===== config.mk =====
export PLATFORM = sky130hd
export DESIGN_NAME = ps2_rx_fifo
export DESIGN_NICKNAME = d
export VERILOG_FILES = /design/src/rtl/ps2_rx_fifo.sv
export SDC_FILE = /design/constraint.sdc
export NUM_CORES = 1
export LEC_CHECK = 0
export CAP_MARGIN = 30
export CORE_MARGIN = 4
export CORE_UTILIZATION = 60
export CTS_CLUSTER_SIZE = 8
export DETAILED_ROUTE_END_ITERATION = 10
export PLACE_DENSITY = 0.85
export SLEW_MARGIN = 15
export SYNTH_ARGS = -nofsm -noshare
export SYNTH_HDL_FRONTEND = slang
export SYNTH_SLANG_ARGS = --single-unit

===== constraint.sdc =====
create_clock -name clk -period 3.35 [get_ports clk]
set_input_delay 0.67 -clock clk [delete_from_list [all_inputs] [get_ports clk]]
set_output_delay 0.67 -clock clk [all_outputs]
set_load 0.01 [all_outputs]

===== src/rtl/ps2_rx_fifo.sv =====
// PS/2 keyboard receiver: synchronised, glitch-filtered pins, 11-bit frame deframer with
// parity/stop/timeout checking, and a first-word-fall-through scan-code FIFO.
module ps2_rx_fifo #(
    parameter int unsigned FIFO_DEPTH   = 8,
    parameter int unsigned FILTER_LEN   = 8,
    parameter int unsigned TIMEOUT_CYC  = 50000,
    parameter int unsigned CHECK_PARITY = 1,
    localparam int unsigned AW = $clog2(FIFO_DEPTH)
) (
    input  logic          clk,
    input  logic          reset,
    input  logic          ps2_clk,
    input  logic          ps2_data,
    input  logic          read,
    input  logic          err_clr,
    output logic [7:0]    scan_code,
    output logic          scan_ready,
    output logic [AW:0]   fifo_count,
    output logic          parity_err,
    output logic          frame_err,
    output logic          overflow
);
    localparam int unsigned FW = (FILTER_LEN > 2) ? $clog2(FILTER_LEN) : 1;
    localparam int unsigned TW = $clog2(TIMEOUT_CYC + 1);

    typedef enum logic [1:0] {S_IDLE, S_DATA, S_PARITY, S_STOP} state_t;

    // index 0 = ps2_clk path, index 1 = ps2_data path
    logic [1:0][1:0]    sync_q;
    logic [1:0]         filt_q, filt_d;
    logic [1:0][FW-1:0] fcnt_q, fcnt_d;
    logic               clk_prev_q;
    logic               fall, din;

    state_t             state_q, state_d;
    logic [7:0]         shreg_q, shreg_d;
    logic [2:0]         bitcnt_q, bitcnt_d;
    logic               par_q, par_d;
    logic [TW-1:0]      tcnt_q, tcnt_d;
    logic               push_q, push_d;
    logic               perr_set, ferr_set;

    logic [7:0]         mem_q [FIFO_DEPTH];
    logic [AW-1:0]      wr_ptr_q, rd_ptr_q;
    logic [AW:0]        count_q, count_d;
    logic               empty, full, pop, wr, ovf_set;
    logic               perr_q, ferr_q, ovf_q;

    always_comb begin
        filt_d = filt_q;
        fcnt_d = fcnt_q;
        for (int unsigned i = 0; i < 2; i++) begin
            if (sync_q[i][1] == filt_q[i]) begin
                fcnt_d[i] = '0;
            end else if (fcnt_q[i] == FW'(FILTER_LEN - 1)) begin
                filt_d[i] = ~filt_q[i];
                fcnt_d[i] = '0;
            end else begin
                fcnt_d[i] = fcnt_q[i] + 1'b1;
            end
        end
    end

    assign fall = clk_prev_q & ~filt_q[0];
    assign din  = filt_q[1];

    always_comb begin
        state_d  = state_q;
        shreg_d  = shreg_q;
        bitcnt_d = bitcnt_q;
        par_d    = par_q;
        tcnt_d   = '0;
        push_d   = 1'b0;
        perr_set = 1'b0;
        ferr_set = 1'b0;
        if (state_q != S_IDLE && !fall) begin
            tcnt_d = tcnt_q + 1'b1;
            if (tcnt_q == TW'(TIMEOUT_CYC - 1)) begin
                state_d  = S_IDLE;
                tcnt_d   = '0;
                ferr_set = 1'b1;
            end
        end
        if (fall) begin
            unique case (state_q)
                S_IDLE: begin
                    if (!din) begin
                        state_d  = S_DATA;
                        bitcnt_d = '0;
                    end
                end
                S_DATA: begin
                    shreg_d  = {din, shreg_q[7:1]};
                    bitcnt_d = bitcnt_q + 1'b1;
                    if (bitcnt_q == 3'd7) state_d = S_PARITY;
                end
                S_PARITY: begin
                    par_d   = din;
                    state_d = S_STOP;
                end
                S_STOP: begin
                    if (!din)                                           ferr_set = 1'b1;
                    else if (CHECK_PARITY != 0 && !(^{shreg_q, par_q})) perr_set = 1'b1;
                    else                                                push_d   = 1'b1;
                    state_d = S_IDLE;
                end
                default: state_d = S_IDLE;
            endcase
        end
    end

    // shreg_q is stable in IDLE until the next frame's first data bit, so it is the push data
    assign empty   = (count_q == '0);
    assign full    = (count_q == (AW + 1)'(FIFO_DEPTH));
    assign pop     = read & ~empty;
    assign wr      = push_q & (~full | pop);
    assign ovf_set = push_q & full & ~pop;
    assign count_d = count_q + (AW + 1)'(wr) - (AW + 1)'(pop);

    always_ff @(posedge clk or posedge reset) begin
        if (reset) begin
            sync_q     <= '1;
            filt_q     <= '1;
            fcnt_q     <= '0;
            clk_prev_q <= 1'b1;
            state_q    <= S_IDLE;
            shreg_q    <= '0;
            bitcnt_q   <= '0;
            par_q      <= 1'b0;
            tcnt_q     <= '0;
            push_q     <= 1'b0;
            wr_ptr_q   <= '0;
            rd_ptr_q   <= '0;
            count_q    <= '0;
            perr_q     <= 1'b0;
            ferr_q     <= 1'b0;
            ovf_q      <= 1'b0;
        end else begin
            sync_q     <= {sync_q[1][0], ps2_data, sync_q[0][0], ps2_clk};
            filt_q     <= filt_d;
            fcnt_q     <= fcnt_d;
            clk_prev_q <= filt_q[0];
            state_q    <= state_d;
            shreg_q    <= shreg_d;
            bitcnt_q   <= bitcnt_d;
            par_q      <= par_d;
            tcnt_q     <= tcnt_d;
            push_q     <= push_d;
            if (wr)  wr_ptr_q <= wr_ptr_q + 1'b1;
            if (pop) rd_ptr_q <= rd_ptr_q + 1'b1;
            count_q    <= count_d;
            perr_q     <= perr_set | (perr_q & ~err_clr);
            ferr_q     <= ferr_set | (ferr_q & ~err_clr);
            ovf_q      <= ovf_set  | (ovf_q  & ~err_clr);
        end
    end

    always_ff @(posedge clk) begin
        if (wr) mem_q[wr_ptr_q] <= shreg_q;
    end

    assign scan_ready = ~empty;
    assign scan_code  = empty ? '0 : mem_q[rd_ptr_q];
    assign fifo_count = count_q;
    assign parity_err = perr_q;
    assign frame_err  = ferr_q;
    assign overflow   = ovf_q;
endmodule


==> metrics.md <==
| Metric | Value |
|---|---|
| CP max stage delay | 0.84 ns |
| Hold depth | 0 |
| Unique cell type count in the Yosys netlist | 45 |
| Via count | 2,789 |
| Net Count, Synth | 360 |
| Most frequent cells in the layout | edfxtp_1, dfrtp_1, nor2_1 |
| Final hold vios | 0 |
| Worst EP arrival | 2.46 ns |
| Final Max Slew Viols | 0 |
| Post-CTS resize count | 0 |
| Critical path type | reg2out |
| Number of setup violations in the final report | 0 |
| Hold crit path type | reg2reg |
| Syn Std Cell Area | 5120 um^2 |
| CTS tree | done |
| Max Fclk | 0.319 GHz |
| Worst path cell trace | mux4_2 -> mux2i_1 -> nor2_1 -> clkdlybuf4s50_1 |
| RR Startpoint | fifo_count[2] |
| Number of CTS-inserted buffers | 17 |
| CTS H-tree depth | 4 |
| DRC viols | 0 |
| Chip Width | 100 um |
| Slew margin rel. | 48.7% |
| R2R Setup Slk | 0.52 ns |
| Main flop type after synthesis | edfxtp_1 |
| Cells after Synth | 338 |
| Root Buffer | clkbuf_8 |
| DRT iter0 DRCs | 122 |
| CP required | 2.68 ns |
| Starting Density | 62.0% |
| Max IR drop VDD | 0.506 mV |
| YS warnings | 0 |
| Synth Area per Inst | 15.2 um^2 |
| Flops & latches, synth | 121 |
| Largest net degree at the start of global routing | 29 |
| Post-CTS Hold Fix Bufs | 0 |
| Setup Fix Bufs, Post-CTS | 0 |
| Clk_skew | 0.00628 ns |
| CTS clk-pin slew, worst paths | 0.06 ns |
| Period utilization | 93.5% |
| Vias in the first global route | 2,958 |
| Post-route ant nets | 0 |
| Vias per cell | 5.61 |
| Status | finished clean |
| RSZ-0062 raised after global routing | no |
| Worst-path maximum fanout | 18 |
| Reg2reg end | fifo_count[2] |
| Least-Margin Pin Slew | 0.770 ns |
| Hold Crit Start | sync_q[0] |
| Cells on worst reg2reg path | 10 |
| Die Y-Extent | 100 um |
| NumNets Final | 401 |
| Initial antenna violation count | 0 |
| Fillcell total | 482 |
| Layout cells sized above 1 | 21.4% |
| Fin Setup TNS | 0 ns |
| Port bufs | 21 |
| Die area | 10,100 um^2 |
| Drt pass-1 iters | 4 |
| Detailed Route WL | 8.88 mm |
| Tot GR Track Use | 19.7% |
| Synth async-reset ratio | 47.1% |
| Grt total ovfl | 0 |
| Sinks on Clock Net | 121 |
| Leakage | 2.45 nW |
| Skew-Pair Late Insertion Delay | 0.50 ns |
| Post-layout min period | 3.13 ns |
| Hold EP | sync_q[1] |
| First-pass GRT wire length | 15.0 mm |
| Core Box Area | 8260 um^2 |
| Area growth, synth to finish | 20.7% |
| Clock Path Buffers | 2 |
| Commonest non-fill, non-tap cell in the layout | edfxtp_1 |
| Slowest-stage cell, CP | dfrtp_1 |
| Post-synth EDFFs | 64 |
| HPWL after detailed placement | 5.44 mm |
| CP endpoint kind | primary output |
| WL/cell | 17.9 um |
| PD cells | 774 nW/um^2 |
| Max-cap violation count | 0 |
| Ports | 22 |
| Startpoint class of the critical path | flop |
| Hold slack | 0.357 ns |
| Seq/Total Area, Yosys | 65.6% |
| Final Wtd Congestion | 0.814 |
| Core Rows | 33 |
| Critical Path Source | rd_ptr_q[1] |
| # diodes | 0 |
metal layers:
metal	global-route usage [%]	up-vias	part of all wire, %
li1	-	1314	-
met1	24.7	1408	42
met2	33.5	65	54
met3	5.63	2	3.4
met4	5.60	0	0.37
met5	0	-	0
worst max-delay path: cells and delay by family (launching register included):
| family | cells | cell delay (ns) |
|---|---|---|
| buf+inv | 1 | 0.47 |
| mux | 2 | 0.58 |
| flops | 1 | 0.84 |
| simple gates | 1 | 0.05 |
where the power goes:
group	switching [mW]	internal, mW	leakage (nW)	total, mW
Combinational	0.380	0.422	0.779	0.802
Sequential	0.186	1.71	1.34	1.89
Clock	0.631	1.45	0.329	2.08
worst max path at each step:
stage / end / slack, ns / depth (start not counted)
after floorplan: fifo_count[2] / 0.86 / 10
after global placement: fifo_count[2] / 0.66 / 9
after detailed placement: fifo_count[2] / 0.58 / 9
after CTS: scan_code[0] / 0.17 / 4
after global routing: scan_code[0] / 0.07 / 4
final: scan_code[0] / 0.22 / 4
state kept, by name, summed over array words and instances (netlist names):
signal,flops
fcnt_q,6
shreg_q,8
clk_prev_q,1
filt_q,2
par_q,1
sync_q,4
state_q,2
wr_ptr_q,3
push_q,1
tcnt_q,16
mem_q,64
rd_ptr_q,3
overflow,1
frame_err,1
fifo_count,4
bitcnt_q,3
parity_err,1
Yosys cell counts (all sizes together), types with 5 or more instances:
| library cell | count | area, um^2 |
|---|---|---|
| mux2i | 9 | 90.1 |
| edfxtp | 64 | 1920 |
| o21ai | 6 | 30.0 |
| nand2 | 10 | 37.5 |
| inv | 19 | 71.3 |
| buf | 5 | 23.8 |
| nor3 | 6 | 30.0 |
| xor2 | 7 | 61.3 |
| nand3 | 6 | 47.6 |
| nor2 | 35 | 131 |
| nor2b | 6 | 37.5 |
| mux2 | 13 | 146 |
| xnor2 | 18 | 158 |
| mux4 | 16 | 360 |
| dfrtp | 50 | 1250 |
| ha | 15 | 188 |
| dfstp | 7 | 184 |
through the flow:
step	std cells	area, um^2	power, mW	util [%]	worst slack [ns]
final	497	6180	4.78	74.8	0.219
after global routing	497	6180	5.01	74.8	0.0690
after CTS	497	6180	4.82	74.8	0.170
after detailed placement	465	5500	2.71	66.6	0.577
after global placement	464	5490	2.65	66.5	0.665
after floorplan	338	5120	2.45	-	0.864
final cells by class:
class | instances | area, um^2 | area share, %
Inverter | 19 | 71.3 | 1.15
Timing Repair Buffer | 31 | 285 | 4.62
Multi-Input combinational cell | 189 | 1650 | 26.8
Clock buffer | 20 | 435 | 7.05
Clock inverter | 12 | 245 | 3.97
Sequential cell | 121 | 3360 | 54.3
Tap cell | 105 | 131 | 2.13
kinds of logic after synthesis:
logic type               after synthesis  synth area share [%]
XOR/XNOR                              26                  4.72
multiplexers                          38                  11.7
adder cells (fa/ha/maj)               16                  4.06
flip-flops                           121                  65.6
buffers and inverters                 28                  2.15
AND/OR/NAND/NOR                       89                  9.33
AO/OA/AOI/OAI                         20                  2.54
Note: power is estimated with default switching activity, not from simulation.
